**config.mk**
```make
export PLATFORM = sky130hd
export DESIGN_NAME = imem_loader
export DESIGN_NICKNAME = d
export VERILOG_FILES = /design/src/rtl/imem_loader_pkg.sv /design/src/rtl/word_packer.sv /design/src/rtl/imem_loader.sv
export SDC_FILE = /design/constraint.sdc
export NUM_CORES = 1
export LEC_CHECK = 0
export CAP_MARGIN = 20
export CORE_UTILIZATION = 50
export DETAILED_ROUTE_END_ITERATION = 10
export PLACE_DENSITY = 0.76
export SYNTH_ARGS = -nofsm -noshare
export SYNTH_HDL_FRONTEND = slang
export SYNTH_SLANG_ARGS = --single-unit
```
**constraint.sdc**
```tcl
create_clock -name clk -period 3.55 [get_ports clk]
set_clock_uncertainty 0.1 [all_clocks]
set_input_delay 1.065 -clock clk [delete_from_list [all_inputs] [get_ports clk]]
set_output_delay 1.065 -clock clk [all_outputs]
set_load 0.005 [all_outputs]
```
**src/rtl/imem_loader_pkg.sv**
```systemverilog
// Shared types and constants for the instruction-memory loader.
package imem_loader_pkg;

  localparam int BYTES_PER_WORD = 4;
  localparam int WORD_W         = 32;

  typedef enum logic [1:0] {
    IDLE,
    COLLECT,
    WRITE,
    FINISH
  } loader_state_t;

endpackage

```
**src/rtl/word_packer.sv**
```systemverilog
// Assembles little-endian bytes into a 32-bit word; word_full flags the byte
// that completes the word in the same cycle it is accepted.
module word_packer
  import imem_loader_pkg::*;
(
  input  logic              clk,
  input  logic              reset,
  input  logic              clear,
  input  logic              byte_en,
  input  logic [7:0]        byte_in,
  output logic [WORD_W-1:0] word,
  output logic              word_full
);

  localparam int IDX_W = $clog2(BYTES_PER_WORD);

  logic [IDX_W-1:0]  idx_q, idx_d;
  logic [WORD_W-1:0] word_q, word_d;

  always_comb begin
    idx_d  = idx_q;
    word_d = word_q;
    if (clear) begin
      idx_d  = '0;
      word_d = '0;
    end else if (byte_en) begin
      word_d[{idx_q, 3'b000} +: 8] = byte_in;
      idx_d = idx_q + 1'b1;
    end
  end

  always_ff @(posedge clk) begin
    if (reset) begin
      idx_q  <= '0;
      word_q <= '0;
    end else begin
      idx_q  <= idx_d;
      word_q <= word_d;
    end
  end

  assign word      = word_q;
  assign word_full = byte_en && (idx_q == IDX_W'(BYTES_PER_WORD - 1));

endmodule

```
**src/rtl/imem_loader.sv**
```systemverilog
// Streams bytes into instruction memory at consecutive word addresses while
// holding the core in reset; reports completion, errors and a word checksum.
module imem_loader
  import imem_loader_pkg::*;
#(
  parameter int ADDR_W = 12
) (
  input  logic              clk,
  input  logic              reset,
  input  logic              start,
  input  logic [ADDR_W:0]   word_count,
  input  logic              abort,
  input  logic              s_valid,
  input  logic [7:0]        s_data,
  output logic              s_ready,
  output logic              mem_we,
  output logic [ADDR_W-1:0] mem_addr,
  output logic [WORD_W-1:0] mem_wdata,
  output logic              busy,
  output logic              cpu_hold,
  output logic              done,
  output logic              error,
  output logic [WORD_W-1:0] checksum
);

  localparam logic [ADDR_W:0] DEPTH = {1'b1, {ADDR_W{1'b0}}};

  loader_state_t     state_q, state_d;
  logic [ADDR_W:0]   wc_q, wc_d;
  logic [ADDR_W:0]   addr_q, addr_d;
  logic [WORD_W-1:0] csum_q, csum_d;
  logic              err_q, err_d;

  logic              pk_clear;
  logic              byte_en;
  logic [WORD_W-1:0] word;
  logic              word_full;

  assign byte_en = s_valid && s_ready;

  word_packer u_packer (
    .clk       (clk),
    .reset     (reset),
    .clear     (pk_clear),
    .byte_en   (byte_en),
    .byte_in   (s_data),
    .word      (word),
    .word_full (word_full)
  );

  always_comb begin
    state_d  = state_q;
    wc_d     = wc_q;
    addr_d   = addr_q;
    csum_d   = csum_q;
    err_d    = err_q;
    pk_clear = 1'b0;
    case (state_q)
      IDLE: begin
        pk_clear = 1'b1;
        if (start) begin
          if (word_count > DEPTH) begin
            err_d = 1'b1;
          end else begin
            wc_d    = word_count;
            err_d   = 1'b0;
            csum_d  = '0;
            addr_d  = '0;
            state_d = (word_count == '0) ? FINISH : COLLECT;
          end
        end
      end
      COLLECT: begin
        // abort wins over a word completing in the same cycle
        if (abort) begin
          pk_clear = 1'b1;
          err_d    = 1'b1;
          state_d  = IDLE;
        end else if (word_full) begin
          state_d = WRITE;
        end
      end
      WRITE: begin
        // the write on the bus this cycle lands even if abort is raised
        csum_d = csum_q + word;
        addr_d = addr_q + 1'b1;
        if (abort) begin
          err_d   = 1'b1;
          state_d = IDLE;
        end else if (addr_d == wc_q) begin
          state_d = FINISH;
        end else begin
          state_d = COLLECT;
        end
      end
      FINISH: state_d = IDLE;
      default: state_d = IDLE;
    endcase
  end

  always_ff @(posedge clk) begin
    if (reset) begin
      state_q <= IDLE;
      wc_q    <= '0;
      addr_q  <= '0;
      csum_q  <= '0;
      err_q   <= 1'b0;
    end else begin
      state_q <= state_d;
      wc_q    <= wc_d;
      addr_q  <= addr_d;
      csum_q  <= csum_d;
      err_q   <= err_d;
    end
  end

  assign s_ready   = (state_q == COLLECT);
  assign mem_we    = (state_q == WRITE);
  assign mem_addr  = addr_q[ADDR_W-1:0];
  assign mem_wdata = (state_q == WRITE) ? word : '0;
  assign busy      = (state_q != IDLE);
  assign cpu_hold  = busy;
  assign done      = (state_q == FINISH);
  assign error     = err_q;
  assign checksum  = csum_q;

endmodule

```
### After elaboration in Yosys (flattened, before gate mapping)

Index checks and enable logic that the tools add are counted.

* $add $sub $neg: 4
* $lt $le $gt $ge: 1
* eq/ne operators: 9
* shift-type cells: 2
* multiplexer cells: 22
* bitwise operators: 1
* reductions and logical operators: 13

Operators by type and width (number)
* 32-bit 2-to-1 mux: 3
* 32-bit case mux with 2 select lines: 1
* 32-bit adder: 1
* 32-bit bitwise mux: 1
* 8-bit by 7-bit variable shift with 32-bit output, first input constant: 1
* 8-bit by 7-bit indexed part select with 32-bit output: 1
* 13-bit 2-to-1 mux: 2
* 13-bit case mux with 2 select lines: 1
* 2-bit 2-to-1 mux: 7
* 13-bit by 1-bit adder with 13-bit output, second input constant: 1
* 13-bit == test: 1
* 13-bit greater-than comparator, second input constant: 1
* 13-bit zero test: 1
* 3-bit AND reduction: 4
* 2-bit case mux with 4 select lines: 1
* 5-bit negation with 7-bit output: 1
* 2-bit == test, second input constant: 3
* 2-bit nonzero test: 3
* 1-bit 2-to-1 mux: 4
* 2-bit inequality test, second input constant: 2
* 1-bit case mux with 2 select lines: 2
* 2-bit OR reduction: 2
* 3-bit by 2-bit inequality test with 1-bit output, second input constant: 1
* 2-bit by 1-bit adder with 2-bit output, second input constant: 1
* other kinds (5): 6

* bits in registers: 95
* input port bits: 26
* output and inout bits: 82
* logic and storage cells: 59

### Depth between registers and ports, before layout

Gate-level depths: netlist of run 1.

* depth after elaboration: 6
* mapped depth: 10
* depth with buffers taken out: 10

### By module

From an unflattened synthesis of run 1, not the netlist that was laid out.

* cells, all modules: 762
* area total of the unflattened synthesis: 6138.4 sq um

Modules (own cells, without submodules)
* imem_loader: times used 1, cells each 621, area each 4788.3 sq um, sequential area each 1221.2 sq um
* word_packer: times used 1, cells each 141, area each 1350.0 sq um, sequential area each 680.7 sq um

### Worst setup path before layout of run 1

OpenSTA, ideal clock, no wires.

* path kind: input -> register
* start point: in word_count[4]
* end point: reg csum_q[21], in the netlist checksum[21]
* data arrival time: 2.666 ns
* required time: 3.333 ns
* slack: 0.667 ns
* stages on the path: 8
* cells stage by stage: nor4_1 nand3_1 and2_1 nor3_2 a21o_1 nor2_1 clkbuf_1 a22o_1

* word-level cells in the longest chain between the ends: 3

Ends and longest elaborated chain
* start, declared: line imem_loader.sv:11 `input logic [ADDR_W:0] word_count,`
* 13-bit greater-than comparator: line imem_loader.sv:62 `if (word_count > DEPTH) begin`
* 2-bit inequality test (no line)
* 3-bit AND reduction (no line)
* end signal, assigned: line imem_loader.sv:112 `csum_q <= csum_d;`
* end, declared: line imem_loader.sv:31 `logic [WORD_W-1:0] csum_q, csum_d;`

Every way passes these cells.
A chain may end at the register's enable or synchronous reset.

### Worst setup path in the final report of run 1

* start point: reg state_q[0]
* end point: out mem_wdata[9]

* word-level cells in the longest chain between the ends: 2

Ends and longest elaborated chain
* start, declared: line imem_loader.sv:28 `loader_state_t state_q, state_d;`
* start signal, assigned: line imem_loader.sv:109 `state_q <= state_d;`
* 2-bit == test: line imem_loader.sv:120 `assign mem_wdata = (state_q == WRITE) ? word : '0;`
* 32-bit 2-to-1 mux: line imem_loader.sv:120
* end, declared: line imem_loader.sv:18 `output logic [WORD_W-1:0] mem_wdata,`

Every way passes these cells.

==> results.md, run 1 <==
* Worst Setup End Kind: output port
* # clock sinks at 95
* Clock latency on the worst-skew pair at 350 ps
* Std-Cell Rows at 38
* Initial core utilization at 0.519
* Proportion of power drawn by flip-flops and latches at 0.491
* Start point of the worst hold path: checksum[4]$_SDFFE_PP0P_
* Reg-to-reg setup timing slack at ~500 ps
* Vias in the first global route at 4,955
* Post-synthesis cell type with the largest combined area: sky130_fd_sc_hd__dfxtp_1
* Number of warnings issued by yosys at 0
* Clock buffers created by TritonCTS at 9
* Highest cell delay on the worst timing path at 510 ps
* Setup repair after global routing missed its margin: false
* Total die area at 0.0118 mm^2
* Global-route usage over all layers at 0.264
* Launching element type of the critical path: flop
* Via count of the routed design at 5,312
* Number of antenna violations at the first check in global routing at 0
* Share of synthesized registers carrying an async set or reset at 0
* Tmin final at 3120 ps
* Ratio of cells with drive above 1 in the final layout at 0.0620
* Post-Syn Area per Cell at 8.59 um^2
* Buffers from clock root to sink, at most at 2
* Met1 global-route usage at 0.354
* Post-synthesis to final-layout area growth at 25.8%
* Highest fanout seen on the critical path at 45
* Slew Limit Headroom at 0.325
* I/O pin count at 108
* Master cell of the clock root buffer: sky130_fd_sc_hd__clkbuf_16
* Kind of critical path: reg -> out
* Crit Reg-Reg Startpoint: u_packer.word[0]$_SDFFE_PP0P_
* Chain of cells forming the critical path: inv_1 -> ha_1 -> buf_12 -> and2_1 -> clkdlybuf4s50_1
* Horiz. Die Dim at 109 um
* Seq/Total Area, Yosys at 0.335
* Result of the run: finished clean
* Clk pin slew, worst setup/hold paths at 60 ps
* Number of buffers and inverters on the critical path at 3
* Distinct cell type count of the synthesized netlist at 61
* Finish-stage setup viols at 0
* Worst slew pin tran at 1010 ps
* Number of maximum-capacitance violations at 0
* Gate power share at 0.101
* Cells taking the most area after synthesis: sky130_fd_sc_hd__dfxtp_1, sky130_fd_sc_hd__ha_1, sky130_fd_sc_hd__a22oi_1, sky130_fd_sc_hd__nor2_1, sky130_fd_sc_hd__xnor2_1
* Final hold violations at 0
* Drt drc at 0
* Met2 demand-to-capacity share in global routing at 0.424
* P_sw at 556 uW
* Main synth FF type: sky130_fd_sc_hd__dfxtp_1
* PnR Total Power at 2230 uW
* Gp weighted congestion at 0.919
* Detail-routed via count per cell at 5.92
* Pins Over Slew Limit at 0
* Number of design-rule violations left by the first detailed-router iteration at 368
* PostCTS Resize Cnt at 0
* Area share of the leading cell type in the synthesized netlist at 0.335
* FF-to-FF path depth at 10
* Switching portion of total power at 0.250
* Cell Area, Synth at between 0.005 and 0.006 mm^2
* Buffers added on ports at approximately 110
* Number of enable flip-flop cells after synthesis at 0
* Fraction of power consumed by the clock network at 0.408
* Hold path depth at 2
* Count of buffers added by post-CTS timing repair for setup at 0
* Period Utilization, post-route at 0.880
* Slowest cell on the critical path: sky130_fd_sc_hd__clkdlybuf4s50_1
* Worst hold path type: reg -> reg
* First-pass detailed-route iteration total at 6
* Detailed placer's ending HPWL at roughly 11 mm
* Largest vdd supply drop at approximately 0.22 mV
* Final-stage net count at 822
* Area of the core region at 0.0109 mm^2
* CP Data Required Time at 2380 ps
* Seq cells post-synth at 95
* Crit path arrival time at slightly below 2000 ps
* Dominant delay contributor by cell family on the critical path: buffers and inverters
* Synthesized net count at 728
* Global-route wire length before repair at roughly 24 mm
* Power per cell area at 312 mW/mm^2
* Post-Route WL at 15.1 mm
* Largest net degree at the start of global routing at 46
* Post-DR wirelength/cell at 16.8 um
* Overflow left after global routing at 0
* Hold buffer count at cts at 0
* Reg-to-reg critical path endpoint: checksum[30]$_SDFFE_PP0P_
* Sink of the worst hold path: checksum[4]$_SDFFE_PP0P_
* Total leakage power at ~0.0029 uW
* Fraction of met3 tracks used by global routing at 0.0464
* Clock H-tree levels at 3
* Clock tree from TritonCTS: yes
* Max Fclk at 320 MHz
* GR peak layer: met2
* Antenna diode instance count at 0
* Design internal power at 1670 uW
* Chip Height at 109 um
* Sum of negative setup slack at 0 ps
* Number of standard cells after synthesis at 660
* Routed Antenna Nets at 0
## sequential cells by signal (all words and copies together), names as in the netlist
register,cells
u_packer.idx_q,2
wc_q,13
error,1
addr_q,13
state_q,2
u_packer.word,32
checksum,32
## cells by family (layout without fill, tap and decap cells)
logic type	after synthesis	after routing	share of synthesized area
AO/OA/AOI/OAI	185	185	0.229
XOR/XNOR	52	52	0.0803
adder cells (fa/ha/maj)	42	42	0.0940
buffers and inverters	54	152	0.0450
flip-flops	95	95	0.335
multiplexers	13	13	0.0229
AND/OR/NAND/NOR	219	219	0.194
## tightest hold or removal path: stages (launching register included)
cell,delay (ps)
sky130_fd_sc_hd__dfxtp_1,320
sky130_fd_sc_hd__nand2_1,60
sky130_fd_sc_hd__a21oi_1,50
## worst max path at each step
stage                                  from                   endpoint  depth (start not counted)
finish              state_q[0]$_SDFFE_PP0P_               mem_wdata[9]                          5
CTS                 state_q[0]$_SDFFE_PP0P_               mem_wdata[8]                          5
detailed placement            word_count[9]  checksum[31]$_SDFFE_PP0P_                         10
floorplan                     word_count[4]  checksum[21]$_SDFFE_PP0P_                          8
global placement              word_count[4]  checksum[29]$_SDFFE_PP0P_                          8
global route        state_q[0]$_SDFFE_PP0P_              mem_wdata[29]                          5
## routing by layer
| layer | wire length, um | part of all wire |
|---|---|---|
| met5 | 0 | 0 |
| met4 | 254 | 0.017 |
| met3 | 920 | 0.061 |
| met2 | 7040 | 0.47 |
| met1 | 6890 | 0.46 |
## metrics by stage
stage / utilization / instances / worst slack, ps / cell area [um^2] / hold WS, ps
after detailed placement: 0.628 / 883 / 232 / 6860 / 373
after CTS: 0.653 / 898 / 410 / 7140 / 385
after global routing: 0.653 / 898 / 356 / 7140 / 409
after floorplan: - / 660 / 667 / 5670 / 365
final: 0.653 / 898 / 427 / 7140 / 380
after global placement: 0.627 / 882 / 88.9 / 6860 / 367
## cell usage after synthesis, drive strengths merged, types with 2 or more instances
master   count
o21a         2
o31ai        3
a211oi      10
a21oi       50
and3         7
o21ai       20
nand2       30
or2          2
and2        35
nor4         7
inv         14
buf         16
xor2        19
o211ai       4
nor2        85
a22o        14
a22oi       45
nand3       21
nor3b        3
nand4        3
a31oi        2
dfxtp       95
and4         2
o2111ai      2
mux2i       13
ha          41
a21boi       3
nor3         8
a311oi       2
xnor2       33
clkbuf      24
nor2b        3
nor4b        5
nand2b       4
o21bai       2
a21o        17
or3          2
## layout make-up
class | count | area (um^2)
inverters | 14 | 52.6
fillers | 931 | 3800
clock inverters | 4 | 30.0
flip-flops and latches | 95 | 1900
clock buffers | 11 | 243
repair buffers | 123 | 1220
multi-input cells | 511 | 3520
well taps | 140 | 175
## power by group through the flow
stage	combinational, uW	clock (uW)	sequential, uW
2_1_floorplan	130	0	1110
3_3_place_gp	217	0	1120
3_5_place_dp	223	0	1120
4_1_cts	224	924	1090
5_1_grt	244	970	1090
6_report	225	909	1090
## placed cells by master, fill, tap and decap left out, types with 3 or more instances in the layout
| master | count |
|---|---|
| sky130_fd_sc_hd__a21o_1 | 17 |
| sky130_fd_sc_hd__a22oi_1 | 45 |
| sky130_fd_sc_hd__xnor2_1 | 33 |
| sky130_fd_sc_hd__nand3_1 | 21 |
| sky130_fd_sc_hd__buf_4 | 14 |
| sky130_fd_sc_hd__o211ai_1 | 3 |
| sky130_fd_sc_hd__clkbuf_16 | 9 |
| sky130_fd_sc_hd__xor2_1 | 19 |
| sky130_fd_sc_hd__nand2b_1 | 4 |
| sky130_fd_sc_hd__a21oi_2 | 3 |
| sky130_fd_sc_hd__a22o_1 | 14 |
| sky130_fd_sc_hd__and2_1 | 35 |
| sky130_fd_sc_hd__nand2_1 | 30 |
| sky130_fd_sc_hd__nor2_1 | 85 |
| sky130_fd_sc_hd__a211oi_1 | 8 |
| sky130_fd_sc_hd__o21ai_0 | 11 |
| sky130_fd_sc_hd__nand4_1 | 3 |
| sky130_fd_sc_hd__dfxtp_1 | 95 |
| sky130_fd_sc_hd__nor3_1 | 7 |
| sky130_fd_sc_hd__inv_1 | 14 |
| sky130_fd_sc_hd__nor2b_1 | 3 |
| sky130_fd_sc_hd__clkdlybuf4s50_1 | 107 |
| sky130_fd_sc_hd__a21oi_1 | 47 |
| sky130_fd_sc_hd__nor4b_1 | 3 |
| sky130_fd_sc_hd__o21ai_1 | 9 |
| sky130_fd_sc_hd__nor4_1 | 6 |
| sky130_fd_sc_hd__nor3b_1 | 3 |
| sky130_fd_sc_hd__ha_1 | 41 |
| sky130_fd_sc_hd__and3_1 | 7 |
| sky130_fd_sc_hd__mux2i_1 | 13 |
(Power assumes the default switching activity.)
==> run 2, diff against run 1 <==
- CAP_MARGIN: 20 -> not set
- CORE_ASPECT_RATIO: not set -> 0.8
==> run 2 against run 1 <==
Effect of this change:
- critical path depth increased by 3
- worst setup slack got worse by 180 ps
- hold slack better by 0.65 ps
- largest cell class unchanged
- largest power group unchanged
- highest routed layer unchanged
==> results.md, run 2 (synthesis results as in run 1) <==
* Result of the run: finished clean
* Global-route wire length before repair at 25.8 mm (+6.7%)
* Power per cell area at 325 mW/mm^2 (+4.3%)
* Crit path arrival time at 3500 ps (+1540 ps)
* Area occupied by multi-input gates at 0.00352 mm^2 (unchanged)
* Routed Antenna Nets at 0 (unchanged)
* Clock tree from TritonCTS: yes
* Switching portion of total power at 0.258 (+0.00857)
* Via count of the routed design at 5,383 (+1.3%)
* Post-Route WL at 16.1 mm (+6.8%)
* # clock sinks at 95 (unchanged)
* Sum of negative setup slack at 0 ps (unchanged)
* Count of buffers added by post-CTS timing repair for setup at 0 (unchanged)
* Number of maximum-capacitance violations at 0 (unchanged)
* Buffers from clock root to sink, at most at 2 (unchanged)
* P_sw at 602 uW (+8.2%)
* Slew Limit Headroom at 0.0895 (-0.235)
* Total die area at 0.0118 mm^2 (about the same)
* Reg-to-reg critical path endpoint: checksum[30]$_SDFFE_PP0P_
* Max Fclk at 303 MHz (-5.5%)
* Chip Height at 97.3 um (-10%)
* Highest fanout seen on the critical path at 16 (-64%)
* Gp weighted congestion at 0.922 (+0.38%)
* Ratio of cells with drive above 1 in the final layout at 0.0621 (+0.0000819)
* Layout fillers at 916 (-1.6%)
* Final-stage net count at 820 (-0.24%)
* Tmin final at 3310 ps (+183 ps)
* Hold buffer count at cts at 0 (unchanged)
* Pins Over Slew Limit at 0 (unchanged)
* Area of all sequential standard cells at 0.00190 mm^2 (unchanged)
* Largest net degree at the start of global routing at 43 (-6.5%)
* FF-to-FF path depth at 10 (unchanged)
* Horiz. Die Dim at 121 um (+12%)
* Met3 Routed Length at 1.09 mm (+19%)
* Number of buffers and inverters on the critical path at 1 (-2)
* Post-synthesis to final-layout area growth at 26.2%
* Worst hold path type: reg -> reg
* Clock H-tree levels at 3 (unchanged)
* Master cell of the clock root buffer: sky130_fd_sc_hd__clkbuf_16
* Buffers added on ports at 107 (unchanged)
* Stages on the worst setup path at 8 (+3)
* Vias in the first global route at 5,046 (+1.8%)
* Period Utilization, post-route at 0.931 (+0.0516)
* Top routing layer in use: met4
* Initial core utilization at 0.517 (-0.00189)
* First-pass detailed-route iteration total at 5 (-1)
* Commonest cells after routing, fill and taps aside: sky130_fd_sc_hd__clkdlybuf4s50_1, sky130_fd_sc_hd__dfxtp_1, sky130_fd_sc_hd__nor2_1, sky130_fd_sc_hd__a21oi_1, sky130_fd_sc_hd__a22oi_1
* Leading cell type in the layout, fill and taps excluded: sky130_fd_sc_hd__clkdlybuf4s50_1
* Fraction of power consumed by the clock network at 0.434 (+0.026)
* Design internal power at 1730 uW (+3.4%)
* Highest cell delay on the worst timing path at 1020 ps (+510 ps)
* Clock buffers created by TritonCTS at 9 (unchanged)
* Worst Setup End Kind: flop
* Detailed placer's ending HPWL at 11.9 mm (+4.6%)
* Post-DR wirelength/cell at 17.9 um (+6.4%)
* Finish-stage setup viols at 0 (unchanged)
* Number of design-rule violations left by the first detailed-router iteration at 372 (+1.1%)
* Final hold violations at 0 (unchanged)
* Largest vdd supply drop at 0.224 mV (+2.4%)
* Gate power share at 0.098 (-0.003)
* Crit Reg-Reg Startpoint: checksum[0]$_SDFFE_PP0P_
* Worst setup path startpoint: word_count[10]
* Overflow left after global routing at 0 (unchanged)
* Std-Cell Rows at 34 (-11%)
* Total leakage power at 0.00287 uW (+0.10%)
* CP Data Required Time at 3740 ps (+1360 ps)
* Clk pin slew, worst setup/hold paths at 70 ps (about the same)
* Setup repair after global routing missed its margin: false
* Total length of routed met2 wires at 7.27 mm (+3.3%)
* PostCTS Resize Cnt at 0 (unchanged)
* Number of antenna violations at the first check in global routing at 0 (unchanged)
* Drt drc at 0 (unchanged)
* Clock latency on the worst-skew pair at 350 ps (about the same)
* I/O pin count at 108 (unchanged)
* Kind of critical path: in -> reg
* Slowest cell on the critical path: sky130_fd_sc_hd__nor2_1
* Dominant delay contributor by cell family on the critical path: simple AND/OR/NAND/NOR gates
* Detail-routed via count per cell at 5.97 (+1.0%)
* Global-route usage over all layers at 0.277 (+0.0131)
* Worst slew pin tran at 1360 ps (+348 ps)
* Chain of cells forming the critical path: clkdlybuf4s50_1 -> nor4_1 -> nand3_1 -> and2_1 -> nor3_2 -> a21o_1 -> nor2_1 -> a22o_1
* Minimum hold slack at 381 ps (+0.649 ps)
* Area of the core region at 0.0110 mm^2 (+0.37%)
* Reg-to-reg setup timing slack at 460 ps (-40 ps)
* Antenna diode instance count at 0 (unchanged)
* Launching element type of the critical path: primary input
* Routed met1 length at 7.50 mm (+8.9%)
* Proportion of power drawn by flip-flops and latches at 0.469 (-0.022)
* End point of the critical path: checksum[10]$_SDFFE_PP0P_
-- run 2: cell types whose count changed in the layout (fill, tap and decap cells not counted) --
| cell | previous run | this run |
|---|---|---|
| sky130_fd_sc_hd__buf_4 | 14 | 12 |
| sky130_fd_sc_hd__bufinv_16 | 0 | 1 |
| sky130_fd_sc_hd__clkbuf_1 | 1 | 0 |
| sky130_fd_sc_hd__clkbuf_8 | 1 | 0 |
| sky130_fd_sc_hd__clkinvlp_4 | 1 | 2 |
| sky130_fd_sc_hd__inv_8 | 0 | 1 |
-- run 2: metal layers --
| layer | up-vias | track usage |
|---|---|---|
| met2 | 185 | 0.431 |
| li1 | 2562 | - |
| met1 | 2612 | 0.387 |
| met3 | 24 | 0.0546 |
| met5 | - | 0 |
| met4 | 0 | 0.0760 |
-- run 2: power by group through the flow --
stage	Clock, uW	Sequential (uW)	Combinational, uW
after global placement	0	1120	218
after global routing	1060	1090	243
after CTS	1010	1090	225
final	1010	1090	228
after floorplan	0	1110	130
after detailed placement	0	1120	223
-- run 2: worst min path at each step --
| stage | from | to | slack [ps] | cells after the start |
|---|---|---|---|---|
| floorplan | checksum[2]$_SDFFE_PP0P_ | checksum[2]$_SDFFE_PP0P_ | 370 | 2 |
| global placement | checksum[7]$_SDFFE_PP0P_ | checksum[7]$_SDFFE_PP0P_ | 360 | 2 |
| detailed placement | checksum[2]$_SDFFE_PP0P_ | checksum[2]$_SDFFE_PP0P_ | 370 | 2 |
| CTS | checksum[2]$_SDFFE_PP0P_ | checksum[2]$_SDFFE_PP0P_ | 390 | 2 |
| global route | checksum[2]$_SDFFE_PP0P_ | checksum[2]$_SDFFE_PP0P_ | 420 | 2 |
| finish | checksum[2]$_SDFFE_PP0P_ | checksum[2]$_SDFFE_PP0P_ | 380 | 2 |
-- run 2: layout make-up --
class                           instances  area share
Inverter                               14     0.00734
Multi-Input combinational cell        511       0.492
Sequential cell                        95       0.266
Timing Repair Buffer                  121       0.168
Clock inverter                          7      0.0110
Tap cell                              144      0.0252
Clock buffer                            9      0.0315
-- run 2: worst min-delay path: stages (launching register included) --
cell                      delay, ps
sky130_fd_sc_hd__dfxtp_1        330
sky130_fd_sc_hd__nand2_1         60
sky130_fd_sc_hd__a21oi_1         50
-- run 2: per-stage QoR --
stage	setup WS [ps]	cell area (um^2)	power, uW	std cells	util
2_1_floorplan	667	5670	1240	660	-
3_3_place_gp	81.5	6850	1330	885	0.624
3_5_place_dp	-89.7	6850	1340	885	0.624
4_1_cts	264	7160	2330	901	0.652
5_1_grt	88.0	7160	2390	901	0.652
6_report	244	7160	2330	901	0.652
==> run 3, diff against run 2 <==
- CELL_PAD_IN_SITES_DETAIL_PLACEMENT: not set -> 0
- CELL_PAD_IN_SITES_GLOBAL_PLACEMENT: not set -> 2
- CORE_UTILIZATION: 50 -> 31
- PLACE_DENSITY: 0.76 -> 0.79
==> run 3 against run 2 <==
Effect of this change:
- combinational power rose by 3%
- count of clock-buffer cells in the layout increased by 1
- sequential power hardly changed
- cell area up 2.0%
- routed wire length is 8.2% higher
- cell count rose by 9.7%
- global-route usage down 8.7 points
- highest routed layer unchanged
- via count shrank 4.3%
- worst setup slack gained 130 ps
- sequential share of layout area is 0.52 points lower
==> results.md, run 3 (synthesis results as in run 1) <==
* Global-route wire length before repair at 27.3 mm (+5.8%)
* Highest fanout seen on the critical path at 38 (+22)
* Crit Reg-Reg Startpoint: checksum[0]$_SDFFE_PP0P_
* Sum of negative setup slack at 0 ps (unchanged)
* Clk pin slew, worst setup/hold paths at 70 ps (about the same)
* Worst slack at placement at 95.2 ps (+185 ps)
* Pins Over Slew Limit at 0 (unchanged)
* FF-to-FF path depth at 10 (unchanged)
* I/O pin count at 108 (unchanged)
* Clock latency on the worst-skew pair at 350 ps (about the same)
* Post-synthesis to final-layout area growth at 28.7%
* Hold path depth at 2 (unchanged)
* Number of antenna violations at the first check in global routing at 0 (unchanged)
* Chain of cells forming the critical path: inv_1 -> ha_1 -> buf_4 -> and2_1 -> clkdlybuf4s50_1
* Via count of the routed design at 5,150 (-4.3%)
* Std-Cell Rows at 43 (+26%)
* Tmin final at 3180 ps (-127 ps)
* Final-stage net count at 826 (+0.73%)
* Number of design-rule violations left by the first detailed-router iteration at 307 (-17%)
* Reg-to-reg setup timing slack at 470 ps (about the same)
* Horiz. Die Dim at 153 um (+27%)
* Clock tree from TritonCTS: yes
* Total die area at 0.0188 mm^2 (+60%)
* Finish-stage setup viols at 0 (unchanged)
* Start point of the worst hold path: checksum[2]$_SDFFE_PP0P_
* Gp weighted congestion at 0.877 (-4.9%)
* Worst-case setup margin in the final layout at 371 ps (+127 ps)
* CP Data Required Time at 2380 ps (-1360 ps)
* Crit path arrival time at 2010 ps (-1490 ps)
* Area of the core region at 0.0176 mm^2 (+60%)
* Launching element type of the critical path: flop
* Slew Limit Headroom at 0.595 (+0.506)
* Minimum hold slack at 387 ps (+5.62 ps)
* Number of maximum-capacitance violations at 0 (unchanged)
* Drt drc at 0 (unchanged)
* Detailed placer's ending HPWL at 13.3 mm (+12%)
* Initial core utilization at 0.322 (-0.194)
* PostCTS Resize Cnt at 0 (unchanged)
* Period Utilization, post-route at 0.896 (-0.0356)
* Sink of the worst hold path: checksum[2]$_SDFFE_PP0P_
* Chip Height at 123 um (+26%)
* Post-Route WL at 17.4 mm (+8.2%)
* First-pass detailed-route iteration total at 5 (unchanged)
* Vias in the first global route at 4,870 (-3.5%)
* Buffers from clock root to sink, at most at 2 (unchanged)
* Detail-routed via count per cell at 5.21 (-13%)
* Buffers added on ports at 107 (unchanged)
* Kind of critical path: reg -> out
* # clock sinks at 95 (unchanged)
* Clock H-tree levels at 3 (unchanged)
* Max Fclk at 315 MHz (+4.0%)
* Final hold violations at 0 (unchanged)
* PnR Total Power at 2340 uW (+0.65%)
* Master cell of the clock root buffer: sky130_fd_sc_hd__clkbuf_16
* Clock buffers created by TritonCTS at 9 (unchanged)
* Hold buffer count at cts at 0 (unchanged)
* Global-route usage over all layers at 0.190 (-0.0871)
* Antenna diode instance count at 0 (unchanged)
* Post-DR wirelength/cell at 17.6 um (-1.4%)
* Worst hold path type: reg -> reg
* Reg-to-reg critical path endpoint: checksum[30]$_SDFFE_PP0P_
* Worst slew pin tran at 601 ps (-759 ps)
* Highest cell delay on the worst timing path at 510 ps (-510 ps)
* Largest vdd supply drop at 0.254 mV (+13%)
* Power per cell area at 321 mW/mm^2 (-1.3%)
* Overflow left after global routing at 0 (unchanged)
* Largest net degree at the start of global routing at 48 (+12%)
* Slowest cell on the critical path: sky130_fd_sc_hd__clkdlybuf4s50_1
* Total leakage power at 0.00290 uW (+1.1%)
* Result of the run: finished clean
* Setup repair after global routing missed its margin: false
* Leading cell type in the layout, fill and taps excluded: sky130_fd_sc_hd__clkdlybuf4s50_1
* Ratio of cells with drive above 1 in the final layout at 0.0708 (+0.00869)
* Worst Setup End Kind: output port
* Commonest cells after routing, fill and taps aside: sky130_fd_sc_hd__clkdlybuf4s50_1, sky130_fd_sc_hd__dfxtp_1, sky130_fd_sc_hd__nor2_1, sky130_fd_sc_hd__a21oi_1, sky130_fd_sc_hd__a22oi_1
* Count of buffers added by post-CTS timing repair for setup at 0 (unchanged)
* Routed Antenna Nets at 0 (unchanged)
run 3: worst max-delay path by stage:
stage                             from                         to  cells past startpoint  slack, ps
6_report       state_q[0]$_SDFFE_PP0P_               mem_wdata[7]                      5        370
5_1_grt        state_q[0]$_SDFFE_PP0P_               mem_wdata[7]                      5        220
4_1_cts        state_q[0]$_SDFFE_PP0P_               mem_wdata[7]                      5        320
3_5_place_dp             word_count[5]  checksum[31]$_SDFFE_PP0P_                     10        100
3_3_place_gp             word_count[4]  checksum[31]$_SDFFE_PP0P_                     10        150
2_1_floorplan            word_count[4]  checksum[21]$_SDFFE_PP0P_                      8        670
run 3: final cells by class:
class / count / area [um^2]
sequential: 95 / 1900
inverter: 14 / 52.6
multi-input combinational: 511 / 3520
clock buffer: 10 / 239
timing repair buffer: 127 / 1240
tap: 225 / 282
clock inverter: 6 / 67.6
fill: 1780 / 10300
run 3: critical path: cells and delay by family (launching register included):
family | cells | cell delay [ps]
fa+ha+maj | 1 | 150
buf+inv | 3 | 950
flops | 1 | 330
simple gates | 1 | 230
run 3: where the power goes:
part | total, uW | switching (uW) | internal (uW)
clock network | 1020 | 449 | 568
registers | 1090 | 11.7 | 1080
logic | 235 | 135 | 100
total | 2340 | 596 | 1750
run 3: metal layers:
layer,vias up,global-route usage,part of all wire
li1,2572,-,-
met5,-,0,0
met1,2446,0.269,0.50
met4,0,0.0505,0.011
met3,13,0.0375,0.042
met2,119,0.292,0.44
run 3: per-stage QoR:
stage          cell area, um^2   util  cells
2_1_floorplan             5670      -    660
3_3_place_gp              7000  0.398    972
3_5_place_dp              7000  0.398    972
4_1_cts                   7300  0.415    988
5_1_grt                   7300  0.415    988
6_report                  7300  0.415    988
